==> src/rtl/rns_113_127_128_pkg.sv <==
// Shared constants and helpers for the (113,127,128) residue-to-binary converter.
package rns_113_127_128_pkg;
  localparam int RES_W      = 7;
  localparam int X_W        = 21;
  localparam int MOD_A      = 113;
  localparam int MOD_B      = 127;
  localparam int MOD_C      = 128;
  localparam int INV128_113 = 98;
  localparam int INV127_113 = 105;
  localparam int W2         = 128;
  localparam int W3         = 16256;
  localparam int M          = 1836928;
  // 2^7 mod 113, used to fold high bits back into the low 7
  localparam int FOLD_113   = 15;

  typedef struct packed {
    logic [RES_W-1:0] r113;
    logic [RES_W-1:0] r127;
    logic [RES_W-1:0] r128;
  } rns_triple_t;

  // Single conditional correction: inputs are at most one modulus past range.
  function automatic logic [RES_W-1:0] red1(input logic [RES_W-1:0] a, input logic [7:0] m);
    logic [7:0] d;
    d = {1'b0, a};
    if (d >= m) d = d - m;
    return d[RES_W-1:0];
  endfunction

  // (a - b) mod m; the extra subtract only matters for unchecked out-of-range a.
  function automatic logic [RES_W-1:0] mod_sub(input logic [RES_W-1:0] a, input logic [RES_W-1:0] b,
                                               input logic [7:0] m);
    logic [7:0] d;
    d = {1'b0, a} - {1'b0, b};
    if (d[7])        d = d + m;
    else if (d >= m) d = d - m;
    return d[RES_W-1:0];
  endfunction
endpackage

==> src/rtl/rns_113_127_128_to_bin_mod113_mulc.sv <==
// Combinational a*C mod 113 using two 2^7 == 15 folds and a small final correction.
module mod113_mulc
  import rns_113_127_128_pkg::*;
#(
  parameter logic [RES_W-1:0] C = 7'd1
) (
  input  logic [RES_W-1:0] a,
  output logic [RES_W-1:0] y
);
  logic [13:0] p;
  logic [10:0] f1;
  logic [8:0]  f2;
  logic [8:0]  r;

  assign p  = 14'(a) * 14'(C);
  // p <= 16129 -> f1 <= 2017 -> f2 <= 352
  assign f1 = 11'(p[13:7]) * 11'(FOLD_113) + 11'(p[6:0]);
  assign f2 = 9'(f1[10:7]) * 9'(FOLD_113) + 9'(f1[6:0]);
  assign r  = (f2 >= 9'd226) ? f2 - 9'd226 : f2;
  assign y  = (r >= 9'd113) ? 7'(r - 9'd113) : r[RES_W-1:0];
endmodule

==> src/rtl/rns_113_127_128_to_bin.sv <==
// Mixed-radix residue-to-binary converter, one triple in flight, 4-cycle latency.
module rns_113_127_128_to_bin
  import rns_113_127_128_pkg::*;
#(
  parameter int CHECK_RANGE = 1
) (
  input  logic             clk,
  input  logic             rst_n,
  input  logic             in_valid,
  output logic             in_ready,
  input  logic [RES_W-1:0] R_113,
  input  logic [RES_W-1:0] R_127,
  input  logic [RES_W-1:0] R_128,
  output logic             out_valid,
  input  logic             out_ready,
  output logic [X_W-1:0]   X,
  output logic             err
);
  localparam logic [2:0] IDLE = 3'd0;
  localparam logic [2:0] A2   = 3'd1;
  localparam logic [2:0] A3   = 3'd2;
  localparam logic [2:0] SUM  = 3'd3;
  localparam logic [2:0] DONE = 3'd4;

  logic [2:0]       state;
  rns_triple_t      res;
  logic [RES_W-1:0] a2, t, a3;
  logic             rng_err;

  logic [RES_W-1:0] a2_next, t_diff, t_next, a3_diff, a3_next;
  logic [X_W-1:0]   x_sum;

  assign in_ready  = (state == IDLE);
  assign out_valid = (state == DONE);

  // a1 is R_128 itself; its residues mod 127 and 113 need one correction each
  assign a2_next = mod_sub(res.r127, red1(res.r128, 8'(MOD_B)), 8'(MOD_B));
  assign t_diff  = mod_sub(res.r113, red1(res.r128, 8'(MOD_A)), 8'(MOD_A));
  assign a3_diff = mod_sub(t, red1(a2, 8'(MOD_A)), 8'(MOD_A));

  mod113_mulc #(.C(7'(INV128_113))) u_mul_t  (.a(t_diff),  .y(t_next));
  mod113_mulc #(.C(7'(INV127_113))) u_mul_a3 (.a(a3_diff), .y(a3_next));

  assign x_sum = X_W'(res.r128) + X_W'(a2) * X_W'(W2) + X_W'(a3) * X_W'(W3);

  always_ff @(posedge clk or negedge rst_n) begin
    if (!rst_n) begin
      state   <= IDLE;
      res     <= '0;
      a2      <= '0;
      t       <= '0;
      a3      <= '0;
      rng_err <= 1'b0;
      X       <= '0;
      err     <= 1'b0;
    end else begin
      case (state)
        IDLE: if (in_valid) begin
          res.r113 <= R_113;
          res.r127 <= R_127;
          res.r128 <= R_128;
          state    <= A2;
        end
        A2: begin
          a2      <= a2_next;
          t       <= t_next;
          rng_err <= (CHECK_RANGE != 0) &&
                     ((res.r113 > 7'(MOD_A - 1)) || (res.r127 > 7'(MOD_B - 1)));
          state   <= A3;
        end
        A3: begin
          a3    <= a3_next;
          state <= SUM;
        end
        SUM: begin
          X     <= rng_err ? '0 : x_sum;
          err   <= rng_err;
          state <= DONE;
        end
        DONE: if (out_ready) state <= IDLE;
        default: state <= IDLE;
      endcase
    end
  end
endmodule

==> config.mk <==
export PLATFORM = sky130hd
export DESIGN_NAME = rns_113_127_128_to_bin
export DESIGN_NICKNAME = d
export VERILOG_FILES = /design/src/rtl/rns_113_127_128_pkg.sv /design/src/rtl/rns_113_127_128_to_bin_mod113_mulc.sv /design/src/rtl/rns_113_127_128_to_bin.sv
export SDC_FILE = /design/constraint.sdc
export NUM_CORES = 1
export LEC_CHECK = 0
export BUFFER_PORTS_ARGS = -buffer_cell sky130_fd_sc_hd__buf_4
export CAP_MARGIN = 30
export CORE_ASPECT_RATIO = 1.25
export CORE_MARGIN = 4
export CORE_UTILIZATION = 50
export CTS_BUF_LIST = sky130_fd_sc_hd__clkbuf_16
export DETAILED_ROUTE_END_ITERATION = 10
export HOLD_SLACK_MARGIN = 0.03
export PLACE_DENSITY = 0.67
export SLEW_MARGIN = 20
export SYNTH_ARGS = -nofsm -noshare
export SYNTH_HDL_FRONTEND = slang
export SYNTH_SLANG_ARGS = --single-unit
==> constraint.sdc <==
create_clock -name clk -period 35.1 [get_ports clk]
set_input_delay 3.51 -clock clk [delete_from_list [all_inputs] [get_ports clk]]
set_output_delay 3.51 -clock clk [all_outputs]
set_load 0.02 [all_outputs]
==> results.cfg <==
[placement]
preCtsSetupSlack_ps = 20440
placed_area_sq_um = 12000
place.detailed.hpwl_mm = 19.0
io_buffers = 48
gp_congestion = 0.856

[yosys]
synth_cell_type_count = 79
yosysWarnings = 0
ys_ff_latch = 68
synth_flop_cell = dfrtp_1
synth_edf_count = 0
syn_area_sq_um = 11300
synthesis.nets = 1602
yosysSeqAreaShare_pct = 15.1
syn_inst = 1296
synth-async-reset-ratio_pct = 100
synth_area_per_cell_sq_um = 8.72

[sta]
finalHoldViolCount = 0
worstMarginPinSlew_ps = 709
timing.final.crit_share_pct = 41.9
fmax_mhz = 68.0
finClkSkew_ps = 5.44
rsz0062_at_grt = false
slew_headroom_pct = 52.6
setup_viol = 0
timing.setup.tns_ps = 0
setup_slack_ps = 20400
slew_violations = 0
period_needed_ps = 14700

[clock_network]
ctsHoldBuffers = 0
cts_buffers = 9
clock_path_buffers = 2
clock-sinks = 68
cts_tree = yes
root_buffer = clkbuf_16
clk_pin_slew_ps = 60
post_cts_buffers = 0
ctsResizeCount = 0
clock_latency_ps = 340
cts.htree.levels = 3

[worst_setup_path]
crit_type = reg -> reg
cp.arrival_ps = 14970
r2r-start = res[1]
reg2regPathDepth = 58
cp_max_fo = 12
worst_setup_path_start_kind = register
crit_top_cell = inv_1
setup.worst_path.start = res[1]
cp.required_ps = 35370
cpPeakStageDelay_ps = 620
crit_slowest_cell = fa_1
worstSetupEndpointType = register

[min_path]
min_path_cells = 2
hold_path.class = reg -> reg
hp-start = X[8]

[floorplanning]
start_util_pct = 50.9
io_pins = 49
core-area_sq_um = 22200
die_w_microns = 142
dieArea_sq_um = 25100
dieHeight_microns = 176
core.rowCount = 61

[routing]
drc = 0
firstDrtPassIters = 6
num_vias = 8802
viasPerCell = 5.40
postRouteAntennaNets = 0
totalWireLength_mm = 22.4
drt-initial-drc-count = 312
wl_per_cell_microns = 13.8

[layout]
final_util_pct = 55.3
design_area_sq_um = 12300
drive_gt1_share_pct = 7.65
num-nets-final = 1647
diodes = 0
fill_cells = 2048
syn2layout_area_growth_pct = 8.68

[global_routing]
busiest_layer = met2
use_met2_pct = 35.7
grt_use_met3_pct = 1.90
grt_max_degree = 69
antenna_found_initial = 0
overflow = 0
grtUsageTotal_pct = 18.7
grt_pass1_vias = 8862
grtUsageMet1_pct = 22.3
grt_pass1_wl_mm = 39.7

[flow_run]
maxCapViolCount = 0

[outcome]
outcome = finished, final reports clean
[synth_stat cells (11+ instances only)]
master / number / area, sq um
a21oi_1: 61 / 305
dfrtp_1: 68 / 1700
xnor2_1: 79 / 692
o21ai_0: 45 / 225
ha_1: 209 / 2620
nand2b_1: 14 / 87.6
inv_1: 212 / 796
xor2_1: 30 / 263
o21ai_1: 12 / 60.1
mux2_2: 18 / 203
nor2b_1: 15 / 93.8
clkbuf_1: 17 / 63.8
nand2_1: 84 / 315
nor2_1: 65 / 244
and2_1: 15 / 93.8
a31oi_1: 17 / 106
nor3_1: 18 / 90.1
fa_1: 72 / 1440
o21bai_1: 20 / 150
a21o_1: 28 / 210
nand3_1: 32 / 160
or3_1: 11 / 68.8
[layer usage]
layer / up-vias / share of wire, %
li1: 4530 / -
met1: 4193 / 43
met2: 63 / 54
met3: 16 / 1.4
met4: 0 / 1.3
met5: - / 0
[cells in the final DEF, fill, tap and decap left out, drive strengths merged, types with 11 or more instances in the layout]
| cell type | instances |
|---|---|
| xor2 | 30 |
| a21o | 28 |
| o211ai | 11 |
| nor2b | 15 |
| or3 | 11 |
| nand3 | 32 |
| nand2 | 84 |
| mux2 | 19 |
| buf | 53 |
| dfrtp | 68 |
| nor2 | 65 |
| o21ai | 58 |
| a21oi | 62 |
| inv | 214 |
| xnor2 | 80 |
| ha | 209 |
| and2 | 15 |
| nor3 | 18 |
| a31oi | 18 |
| fa | 72 |
| nand2b | 14 |
| o21bai | 20 |
[state kept, by name (all words and copies together), names as in the netlist]
register / cells
t: 7
X: 21
rng_err: 1
res: 21
a2: 7
err: 1
state: 3
a3: 7
[logic make-up (layout without fill, tap and decap cells)]
group	count (synthesis)	in the layout	share of synthesized area [%]
xor gates and xnor gates	110	110	8.59
buffers and inverters	231	281	7.69
and+or+nand+nor	304	304	13.5
DFF	68	68	15.1
muxes	25	25	2.43
AOI/OAI and AO/OA	276	276	16.8
adders and majority gates	282	282	36.0
[through the flow]
step,hold slack [ps],cells
detailed placement,476,1611
global placement,465,1610
floorplan,456,1296
global route,507,1629
CTS,492,1627
finish,490,1629
[path summary, 6_finish.rpt]
| kind | endpoint | slack [ps] |
|---|---|---|
| max reg2reg | t[3] | 20400 |
| min reg2reg | X[8] | 490 |
| max in group asynchronous | a3[5] | 31540 |
| max | t[3] | 20400 |
| min in group asynchronous | res[19] | 3030 |
| min | X[8] | 490 |
[cell type report]
cell class / count / area, sq um / share of cell area [%]
clock buffer: 9 / 225 / 1.83
sequential: 68 / 1700 / 13.9
multi-input combinational: 997 / 8730 / 71.1
tap: 283 / 354 / 2.88
inverter: 212 / 796 / 6.48
clock inverter: 7 / 43.8 / 0.357
timing repair buffer: 53 / 425 / 3.46
[worst max-delay path: cells and delay by family (launching register included)]
family,cells,cell delay [ps]
adder cells (fa/ha/maj),16,6090
AO/OA/AOI/OAI,18,3830
AND/OR/NAND/NOR,9,2050
XOR/XNOR,4,1180
buffers and inverters,11,1090
flip-flops,1,410
Power is left out: the tool's default activity adds up to more than one toggle a clock period on the data nets, which glitch-free logic cannot reach.
